<file path="config.mk">
export PLATFORM = sky130hd
export DESIGN_NAME = detect_event_counter
export DESIGN_NICKNAME = d
export VERILOG_FILES = /design/src/rtl/detect_pkg.sv /design/src/rtl/bcd_to_seg7.sv /design/src/rtl/detect_event_counter.sv
export SDC_FILE = /design/constraint.sdc
export NUM_CORES = 1
export LEC_CHECK = 0
export BUFFER_PORTS_ARGS = -buffer_cell sky130_fd_sc_hd__buf_2
export CAP_MARGIN = 10
export CORE_MARGIN = 2
export CORE_UTILIZATION = 40
export DETAILED_ROUTE_END_ITERATION = 6
export PLACE_DENSITY_LB_ADDON = 0.15
export SLEW_MARGIN = 20
export SYNTH_ARGS = -nofsm -noshare
export SYNTH_HDL_FRONTEND = slang
export SYNTH_SLANG_ARGS = --single-unit
</file>
<file path="constraint.sdc">
create_clock -name clk -period 3.3 [get_ports clk]
set_clock_uncertainty 0.1 [all_clocks]
set_input_delay 0.495 -clock clk [delete_from_list [all_inputs] [get_ports clk]]
set_output_delay 0.495 -clock clk [all_outputs]
set_load 0.005 [all_outputs]
</file>
<file path="src/rtl/detect_pkg.sv">
// Shared types and constants for the detection event counter: FSM states,
// BCD digit width and active-high 7-segment patterns (segment order g..a).
package detect_pkg;

  typedef enum logic {
    S_LOW  = 1'b0,
    S_HIGH = 1'b1
  } state_t;

  localparam int BCD_W = 4;
  localparam int SEG_W = 7;

  localparam logic [SEG_W-1:0] SEG_0     = 7'b0111111;
  localparam logic [SEG_W-1:0] SEG_1     = 7'b0000110;
  localparam logic [SEG_W-1:0] SEG_2     = 7'b1011011;
  localparam logic [SEG_W-1:0] SEG_3     = 7'b1001111;
  localparam logic [SEG_W-1:0] SEG_4     = 7'b1100110;
  localparam logic [SEG_W-1:0] SEG_5     = 7'b1101101;
  localparam logic [SEG_W-1:0] SEG_6     = 7'b1111101;
  localparam logic [SEG_W-1:0] SEG_7     = 7'b0000111;
  localparam logic [SEG_W-1:0] SEG_8     = 7'b1111111;
  localparam logic [SEG_W-1:0] SEG_9     = 7'b1101111;
  localparam logic [SEG_W-1:0] SEG_BLANK = 7'b0000000;

  // Codes 10..15 never occur in the counter; they decode to blank.
  function automatic logic [SEG_W-1:0] seg7_pattern(input logic [BCD_W-1:0] bcd);
    logic [SEG_W-1:0] pat;
    case (bcd)
      4'd0:    pat = SEG_0;
      4'd1:    pat = SEG_1;
      4'd2:    pat = SEG_2;
      4'd3:    pat = SEG_3;
      4'd4:    pat = SEG_4;
      4'd5:    pat = SEG_5;
      4'd6:    pat = SEG_6;
      4'd7:    pat = SEG_7;
      4'd8:    pat = SEG_8;
      4'd9:    pat = SEG_9;
      default: pat = SEG_BLANK;
    endcase
    return pat;
  endfunction

endpackage

</file>
<file path="src/rtl/bcd_to_seg7.sv">
// Single-digit BCD to 7-segment decoder, segment order g..a.
// ACTIVE_LOW=1 inverts the pattern for common-anode style boards.
module bcd_to_seg7
  import detect_pkg::*;
#(
  parameter bit ACTIVE_LOW = 1'b1
) (
  input  logic [BCD_W-1:0] i_bcd,
  output logic [SEG_W-1:0] o_seg
);

  logic [SEG_W-1:0] w_seg_hi;

  always_comb begin
    w_seg_hi = seg7_pattern(i_bcd);
    o_seg    = ACTIVE_LOW ? ~w_seg_hi : w_seg_hi;
  end

endmodule

</file>
<file path="src/rtl/detect_event_counter.sv">
// Counts rising edges of detector output z into a BCD counter with 7-seg display.
// Define DETECT_COUNT_SATURATE_EN to hold at all-9s instead of wrapping.
//
// state  | meaning
// S_LOW  | z last sampled low; next high sample is a new event
// S_HIGH | z last sampled high; held-high z is not counted again
module detect_event_counter
  import detect_pkg::*;
#(
  parameter int DIGITS         = 2,
  parameter bit SEG_ACTIVE_LOW = 1'b1
) (
  input  logic                  clk,
  input  logic                  aclr,
  input  logic                  z,
  input  logic                  clr_cnt,
  output logic                  event_p,
  output logic [BCD_W*DIGITS-1:0] count,
  output logic                  ovf,
  output logic [SEG_W*DIGITS-1:0] hex
);

  state_t r_state;
  state_t w_state_nxt;
  logic   w_event_nxt;
  logic   r_event_p;

  logic [BCD_W*DIGITS-1:0] r_count;
  logic [BCD_W*DIGITS-1:0] w_count_inc;
  logic                    w_carry;
  logic                    w_all9;
  logic                    r_ovf;

  always_ff @(posedge clk or posedge aclr) begin
    if (aclr) begin
      r_state   <= S_LOW;
      r_event_p <= 1'b0;
    end else begin
      r_state   <= w_state_nxt;
      r_event_p <= w_event_nxt;
    end
  end

  always_comb begin
    w_state_nxt = r_state;
    w_event_nxt = 1'b0;
    case (r_state)
      S_LOW: begin
        if (z) begin
          w_state_nxt = S_HIGH;
          w_event_nxt = 1'b1;
        end
      end
      S_HIGH: begin
        if (!z) w_state_nxt = S_LOW;
      end
      default: w_state_nxt = S_LOW;
    endcase
  end

  // Ripple BCD increment; a carry out of the top digit means the count was all-9s.
  always_comb begin
    w_carry     = 1'b1;
    w_count_inc = r_count;
    for (int i = 0; i < DIGITS; i++) begin
      if (w_carry) begin
        if (r_count[i*BCD_W +: BCD_W] >= 4'd9) begin
          w_count_inc[i*BCD_W +: BCD_W] = '0;
        end else begin
          w_count_inc[i*BCD_W +: BCD_W] = r_count[i*BCD_W +: BCD_W] + 4'd1;
          w_carry                       = 1'b0;
        end
      end
    end
    w_all9 = w_carry;
  end

  always_ff @(posedge clk or posedge aclr) begin
    if (aclr) begin
      r_count <= '0;
      r_ovf   <= 1'b0;
    end else if (clr_cnt) begin
      r_count <= '0;
      r_ovf   <= 1'b0;
    end else if (w_event_nxt) begin
`ifdef DETECT_COUNT_SATURATE_EN
      if (w_all9) r_ovf <= 1'b1;
      else        r_count <= w_count_inc;
`else
      r_count <= w_count_inc;
      if (w_all9) r_ovf <= 1'b1;
`endif
    end
  end

  for (genvar gi = 0; gi < DIGITS; gi++) begin : g_seg
    bcd_to_seg7 #(
      .ACTIVE_LOW(SEG_ACTIVE_LOW)
    ) u_seg (
      .i_bcd(r_count[gi*BCD_W +: BCD_W]),
      .o_seg(hex[gi*SEG_W +: SEG_W])
    );
  end

  assign event_p = r_event_p;
  assign count   = r_count;
  assign ovf     = r_ovf;

endmodule

</file>
==> results of run 1 <==
area by class of cell:
| type | instances | area (um^2) | area share |
|---|---|---|---|
| Multi-Input combinational cell | 82 | 526.8 | 0.5109 |
| Sequential cell | 11 | 275.3 | 0.2670 |
| Timing Repair Buffer | 27 | 135.1 | 0.1311 |
| Inverter | 9 | 33.78 | 0.03277 |
| Tap cell | 27 | 33.78 | 0.03277 |
| Clock buffer | 4 | 26.28 | 0.02549 |
routing by layer:
layer | share of wire | track usage | vias up
met5 | 0 | 0 | -
met4 | 0.012 | 0.05405 | 0
met3 | 0.059 | 0.05357 | 5
met2 | 0.44 | 0.2412 | 27
met1 | 0.49 | 0.2336 | 377
li1 | - | - | 414
metrics by stage:
step | total power [mW] | utilization | hold slack (ns) | instance area [um^2] | worst slack, ns
3_3_place_gp | 0.1822 | 0.5019 | 0.3870 | 1005 | 1.261
6_report | 0.2716 | 0.5150 | 0.09720 | 1031 | 0.8861
4_1_cts | 0.2766 | 0.5150 | 0.1120 | 1031 | 0.8843
2_1_floorplan | 0.1689 | - | 0.2474 | 865.8 | 1.336
5_1_grt | 0.2875 | 0.5150 | 0.1434 | 1031 | 0.7640
3_5_place_dp | 0.1834 | 0.5019 | 0.4088 | 1005 | 1.189
worst paths after layout:
kind	startpoint	slack, ns	end
max in group asynchronous	aclr	2.71	ovf
max	count[1]	0.89	hex[3]
max reg2reg	count[1]	1.29	count[4]
min	aclr	0.1	r_state
min reg2reg	ovf	0.42	ovf
min in group clk	z	0.23	r_state
cells by family after synthesis:
kind of cell | after synthesis | synth area share
compound gates | 27 | 0.1879
xor+xnor | 4 | 0.04047
fa+ha+maj | 11 | 0.1590
buf+inv | 15 | 0.07370
flops | 11 | 0.3179
simple gates | 40 | 0.2211
cell usage after synthesis, drive strengths merged:
cell type   n  area [um^2]
o21ba       1        10.01
nor2       13        48.80
xor2        2        17.52
o21ai       5        25.02
clkbuf      5        18.77
nand2b      2        12.51
inv         9        33.78
dfrtp      11        275.3
a22oi       3        22.52
nand2      11        41.29
or3         1        6.260
buf         1        11.26
o32ai       1        8.760
a21oi      11        55.05
nor3        3        15.01
nor2b       1        6.260
nand3       4        20.02
ha         11        137.6
or2         2        12.51
o31ai       1        7.510
a41oi       1        8.760
or3b        1        11.26
and3        2        17.52
xnor2       2        17.52
a31oi       4        25.02
power breakdown:
group	total [mW]	leakage [nW]	switching, mW	internal (mW)
Sequential	0.141	0.149	0.00302	0.137
Clock	0.0912	0.0150	0.0444	0.0469
Combinational	0.0398	0.375	0.0210	0.0188
registers in the layout (all words and copies together), names as in the netlist:
register,count
count,8
event_p,1
r_state,1
ovf,1
cell usage in the layout, fill, tap and decap left out:
master    netlist  layout
buf_2           0      27
nor2_1         13      13
nand2_1        11      11
a21oi_1        11      11
ha_1           11      11
dfrtp_1        11      11
inv_1           9       9
o21ai_0         5       5
nand3_1         4       4
a31oi_1         4       4
nor3_1          3       3
a22oi_1         3       3
clkbuf_4        0       3
xnor2_1         2       2
nand2b_1        2       2
or2_2           2       2
xor2_1          2       2
or3b_4          1       1
nor2b_1         1       1
and3_4          1       1
or3_1           1       1
o31ai_1         1       1
o32ai_1         1       1
o21ba_2         1       1
and3_1          1       1
a41oi_1         1       1
clkbuf_1        5       1
==> metrics.txt, run 1 <==
ant diodes 0; first-pass GRT wire length 3229 um; post-CTS setup buffer count 0; WP depth 6; Netlist cell types 26; Worst path slowest cell dfrtp_1; Congestion Overflow GR 0; WL final 1959 um; Antenna Nets Post-Route 0; RSZ-0062 raised after global routing false; Clk pin slew, worst setup/hold paths 0.07 ns; DR DRC count 0; crit path cell chain inv_1 > ha_1 > or2_2 > a21oi_1 > a31oi_1 > buf_2; vias per inst 5.144; final hold vios 0; Rel. slew slack 0.6279; setup TNS 0 ns; Non-Filler Instances 160; yosys warns 0; Mean Syn Cell Area 8.017 um^2; largest net degree at the start of global routing 13; Slew @ Worst Pin 0.5571 ns; global-route usage over all layers 0.1666; Max Buffers Root-to-Sink 2; Setup-failing EPs final 0; cts repair resizes 0; CP Launch Type flop; Worst setup EP type primary output; clock tree sinks 11; First DRT Iteration DRCs 31; max_cap viols 0; initial antenna violation count 0; placed insts 156; nets 149; Critical path buffers and inverters 2; leakage 0.5398 nW; Period minus WS final 2.414 ns; FF-to-FF path depth 6; Synth Net Count 123; Rows 16; hpwl dp 1480 um; Hold Crit Class in -> async; Die W 50.53 um; Slew Viols, Final 0; initial core utilization 0.4325; Highest Clock Rate 414.3 MHz; Routability Congestion 0.8388; PortBufs 27; largest stage delay on the critical path 0.46 ns; CTS Buf Count 3; mapped cell area 865.8 um^2; latest clock arrival within the worst-skew pair 0.27 ns; wire per inst 12.24 um; vias in the first global route 691; H-tree Lvls 1; Required @ worst endpoint 2.70 ns; Die Span Y 50.53 um; delay-heaviest family, CP flip-flops; PwrDens 263.4 nW/um^2; crit-path max FO 7; fin crit share 0.7315; CP arrival 1.82 ns; Layout fillers 208; area of the core 2002 um^2; Cells after Synth 108; # IOs 28; Peak VDD IR 189.7 uV; Post-CTS Hold Fix Bufs 0; Die ar. 2553 um^2; flops & latches, synth 11; share of cells above drive strength 1 0.2632; DR vias 823; post-synthesis sequential area ratio 0.3179; status finished, final reports clean; area grow syn2layout 19.08%; DR pass1 iterations 4; CTS tree built; crit path kind reg -> out; clk root buf clkbuf_4
Power figures use the tool's default switching activity.
==> run 2, diff against run 1 <==
--- a/config.mk
+++ b/config.mk
@@ -5,6 +5,7 @@
 export SDC_FILE = /design/constraint.sdc
 export NUM_CORES = 1
 export LEC_CHECK = 0
+export ABC_AREA = 1
 export BUFFER_PORTS_ARGS = -buffer_cell sky130_fd_sc_hd__buf_2
 export CAP_MARGIN = 10
 export CORE_MARGIN = 2
==> constraint.sdc (replaced) <==
create_clock -name clk -period 2.2 [get_ports clk]
set_clock_uncertainty 0.1 [all_clocks]
set_input_delay 0.33 -clock clk [delete_from_list [all_inputs] [get_ports clk]]
set_output_delay 0.33 -clock clk [all_outputs]
set_load 0.005 [all_outputs]
==> run 2 against run 1 <==
Compared with the run above:
- sequential share of layout area decreased by 2.0 points
- register-to-register slack got worse by 0.68 ns
- sequential cell count unchanged
- largest cell class unchanged
- non-clock buffer count increased by 1
- global-route usage decreased by 1.5 points
- cell area increased by 7.9%
- count of clock-buffer cells in the layout unchanged
- sequential power increased by 55%
- final cell count increased by 10%
==> metrics.txt, run 2 <==
vias in the first global route 684; Min-Delay Path Depth 1; mapped cell area 928.4 um^2; Netlist cell types 22; Mean Syn Cell Area 7.868 um^2; Synth top area share 0.2965; Synth area leaders dfrtp_1, ha_1, nand2_1, o21ai_0, inv_1; Die ar. 2722 um^2; Hold Startpoint z; Required @ worst endpoint 1.77 ns; # IOs 28; First DRT Iteration DRCs 10; area of the core 2212 um^2; RSZ-0062 raised after global routing false; PortBufs 27; yosys warns 0; most frequent cells in the layout buf_2, nand2_1, inv_1; clk root buf clkbuf_4; DR vias 857; crit path kind reg -> out; final hold vios 0; area grow syn2layout 19.81%; Post-Synth Simple-Gate Area 0.2911; Sequential Power Share 0.476; fin crit share 0.9317; flops & latches, synth 11; ant diodes 0; global-route usage over all layers 0.1514; Peak VDD IR 319.5 uV; Post-CTS Hold Fix Bufs 1; CP Launch Type flop; number of flip-flops in the largest register 8; DR pass1 iterations 4; post-synthesis sequential area ratio 0.2965; Max Buffers Root-to-Sink 2; CTS Buf Count 3; FF-to-FF path depth 9; most common cell after layout, fill and taps aside buf_2; multiplexer share of the synthesized area 0; Routability Congestion 0.7952; Congestion Overflow GR 0; post-synthesis adder-cell area fraction 0.1482; post-CTS setup buffer count 0; most numerous cell in the Yosys netlist nand2_1; wire per inst 10.68 um; DR DRC count 0; latest clock arrival within the worst-skew pair 0.27 ns; setup TNS 0 ns; internal power 0.3239 mW; Compound-Gate Fraction of Synth Area 0.1523; flop2flop setup slack 0.61 ns; Post-synth top cells nand2_1, inv_1, o21ai_0; vias per inst 4.869; combinational share of power 0.225; PwrDens 412.7 nW/um^2; reg2reg start count[5]; worst r2r dst count[4]; first-pass GRT wire length 3008 um; largest net degree at the start of global routing 15; status finished, final reports clean; Hold Crit Class in -> reg; clock network power share 0.299; Hold Path End r_state; Die Span Y 52.18 um; Clk pin slew, worst setup/hold paths 0.07 ns; share of cells above drive strength 1 0.3041; share of flip-flops with an asynchronous set or reset 1.000; Rel. slew slack 0.7147; Cells after Synth 118; placed insts 171; Antenna Nets Post-Route 0; Synth Net Count 133; CTS tree built; Worst setup EP type primary output; max_cap viols 0; hpwl dp 1486 um; EDFF count, synth 0; Slew Viols, Final 0; clock tree sinks 11; crit-path max FO 9; initial antenna violation count 0; leakage 0.6169 nW; initial core utilization 0.4197; ys flop type dfrtp_1; Die W 52.18 um; biggest area consumer among synthesized cells dfrtp_1; Period minus WS final 2.050 ns; Highest Clock Rate 487.9 MHz; H-tree Lvls 1; Slew @ Worst Pin 0.4279 ns; P_sw 0.1351 mW; Setup-failing EPs final 0; nets 164; WL final 1879 um; cts repair resizes 0; xor and xnor fraction of the mapped netlist area 0; Non-Filler Instances 176; Rows 17; CP arrival 1.62 ns; largest family of logic cells by synthesized area simple AND/OR/NAND/NOR gates; Sw Share 0.2944
run 2: power by group through the flow:
stage,logic [mW],clock network (mW),registers (mW)
after floorplan,0.0678,0,0.221
after global placement,0.103,0,0.221
after detailed placement,0.103,0,0.222
after CTS,0.105,0.142,0.218
after global routing,0.119,0.154,0.219
final,0.103,0.137,0.218
run 2: critical path, cell delays in order (launching register included):
cell     delay (ns)
dfrtp_1        0.51
inv_1          0.14
ha_1           0.33
nand2_1        0.09
inv_1          0.04
o21ai_1        0.11
buf_2          0.12
run 2: stage by stage:
stage | instance area [um^2] | worst slack [ns] | hold WS [ns] | utilization | power, mW
6_report | 1112 | 0.1503 | 0.08330 | 0.5028 | 0.4591
5_1_grt | 1112 | 0.04693 | 0.06401 | 0.5028 | 0.4915
4_1_cts | 1112 | 0.1553 | 0.07475 | 0.5028 | 0.4655
3_5_place_dp | 1076 | 0.4600 | 0.2419 | 0.4864 | 0.3256
3_3_place_gp | 1076 | 0.4951 | 0.2414 | 0.4864 | 0.3243
2_1_floorplan | 928.4 | 0.6347 | 0.08244 | - | 0.2885
run 2: final cells by class:
class,count,area [um^2]
Fill cell,229,1100
Multi-Input combinational cell,87,549.3
Sequential cell,11,275.3
Timing Repair Buffer,28,145.1
Inverter,18,81.33
Tap cell,28,35.03
Clock buffer,4,26.28
run 2: cell families (layout without fill, tap and decap cells):
family / count (synthesis) / in the layout
compound gates: 24 / 24
fa+ha+maj: 11 / 11
buf+inv: 20 / 50
flops: 11 / 11
simple gates: 52 / 52
run 2: worst max-delay path by stage:
| stage | end | slack [ns] | startpoint |
|---|---|---|---|
| after global placement | hex[3] | 0.50 | count[1] |
| final | hex[10] | 0.15 | count[4] |
| after global routing | hex[10] | 0.05 | count[5] |
| after floorplan | hex[10] | 0.63 | count[5] |
| after detailed placement | hex[10] | 0.46 | count[4] |
| after CTS | hex[10] | 0.16 | count[5] |
run 2: per-layer routing:
layer | track usage | routed length [um] | vias up | share of wire
met5 | 0 | 0 | - | 0
met4 | 0.03846 | 10 | 0 | 0.0053
met2 | 0.2342 | 845 | 25 | 0.45
met3 | 0.05143 | 98 | 2 | 0.052
met1 | 0.2033 | 924 | 389 | 0.49
li1 | - | - | 441 | -
==> run 3, diff against run 2 <==
--- a/config.mk
+++ b/config.mk
@@ -10,6 +10,7 @@
 export CAP_MARGIN = 10
 export CORE_MARGIN = 2
 export CORE_UTILIZATION = 40
+export CTS_BUF_LIST = sky130_fd_sc_hd__clkbuf_4
 export DETAILED_ROUTE_END_ITERATION = 6
 export PLACE_DENSITY_LB_ADDON = 0.15
 export SLEW_MARGIN = 20
==> run 3 against run 2 <==
Compared with the run above:
- sequential cell count did not move
- sequential power barely moved
- clock power rose by 9%
- critical path type unchanged
- largest power group unchanged
- total power rose by 2.8%
==> metrics.txt, run 3 (synthesized netlist as in run 2, its figures left out) <==
crit path cell chain inv_1 > ha_1 > nand2_1 > inv_1 > o21ai_1 > buf_2; Congestion Overflow GR 0; flop2flop setup slack 0.60 ns; Clk pin slew, worst setup/hold paths 0.07 ns; RSZ-0062 raised after global routing false; most frequent cells in the layout buf_2, nand2_1, inv_1; Rel. slew slack 0.7174; Max Buffers Root-to-Sink 2; initial core utilization 0.4197; hpwl dp 1486 um; PwrDens 422.8 nW/um^2; crit-path max FO 9; most common cell after layout, fill and taps aside buf_2; CP arrival 1.62 ns; cts repair resizes 0; latest clock arrival within the worst-skew pair 0.28 ns; CTS tree built; Slew Viols, Final 0; first-pass GRT wire length 2980 um; crit path kind reg -> out; largest net degree at the start of global routing 15; Rows 17; setup TNS 0 ns; final hold slack 0.08082 ns; WL final 1876 um; clock tree sinks 11; Die ar. 2722 um^2; largest stage delay on the critical path 0.51 ns; CTS Buf Count 3; Period minus WS final 2.051 ns; Routability Congestion 0.7952; delay-heaviest family, CP flip-flops; DR pass1 iterations 4; Setup-failing EPs final 0; wire per inst 10.66 um; Hold Crit Class in -> reg; Highest Clock Rate 487.7 MHz; number of flip-flops in the largest register 8; nets 164; initial antenna violation count 0; most used cell along the critical path inv_1; H-tree Lvls 1; Die W 52.18 um; DR vias 848; ant diodes 0; CP Launch Type flop; Worst setup EP type primary output; max_cap viols 0; DR DRC count 0; vias per inst 4.818; Antenna Nets Post-Route 0; First DRT Iteration DRCs 9; status finished, final reports clean; Peak VDD IR 320.7 uV; Critical path buffers and inverters 3; global-route usage over all layers 0.1503; vias in the first global route 681; Slew @ Worst Pin 0.4239 ns; area of the core 2212 um^2; final hold vios 0; PortBufs 27; Die Span Y 52.18 um; fin crit share 0.9321; # IOs 28; Required @ worst endpoint 1.77 ns; leakage 0.6203 nW; Worst path slowest cell dfrtp_1; clk root buf clkbuf_4; share of cells above drive strength 1 0.3108; area grow syn2layout 20.22%
==> run 3: cell counts in the layout (fill, tap and decap cells not counted) <==
No cell type changed its count.
==> run 3: metal layers <==
metal  up-vias  track usage  part of all wire
met5         -            0                 0
met4         0      0.03846            0.0059
met3         2      0.05143             0.047
met2        21       0.2321              0.45
met1       385       0.2018              0.50
li1        440            -                 -
==> run 3: final cells by class <==
type / instances / area [um^2]
fill: 229 / 1096
clock buffer: 4 / 30.03
multi-input combinational: 87 / 549.3
tap: 28 / 35.03
inverter: 18 / 81.33
timing repair buffer: 28 / 145.1
sequential: 11 / 275.3
==> run 3: final timing paths <==
| path | cells after the start | to | startpoint |
|---|---|---|---|
| worst max-delay path | 6 | hex[10] | count[4] |
| worst min-delay path | 1 | r_state | z |
| worst max register to register | 9 | count[4] | count[5] |
| worst min register to register | 2 | ovf | ovf |
| max in group asynchronous | 3 | count[0] | aclr |
| min in group asynchronous | 3 | count[7] | aclr |
==> run 3: per-stage QoR <==
step	cell area (um^2)	cells	worst slack, ns	total power, mW	utilization
global route	1116	176	0.04693	0.5038	0.5045
detailed placement	1076	171	0.4600	0.3256	0.4864
finish	1116	176	0.1494	0.4718	0.5045
floorplan	928.4	118	0.6347	0.2885	-
global placement	1076	171	0.4951	0.3243	0.4864
CTS	1116	176	0.1553	0.4780	0.5045
==> run 3: report_power, final <==
group	switching [mW]	leakage (nW)	internal, mW
Sequential	0.0102	0.148	0.208
Combinational	0.0577	0.454	0.0455
Clock	0.0677	0.0184	0.0826
Total	0.136	0.620	0.336
==> run 3: repair_timing <==
| action | 4_1_cts | 5_1_grt |
|---|---|---|
| hold buffers | 1 | 0 |
| setup endpoints to repair | 0 | 0 |
| endpoints found under the hold margin | 11 | 0 |
| setup buffers | 0 | 0 |
==> run 3: worst reg2reg max path, stage by stage (launching register included) <==
cell	delay, ns
dfrtp_1	0.51
inv_1	0.15
ha_1	0.20
nor2_1	0.08
nand2_1	0.07
nand2_1	0.11
nand2_1	0.10
nor2_1	0.11
nand2_1	0.07
nand2_1	0.05
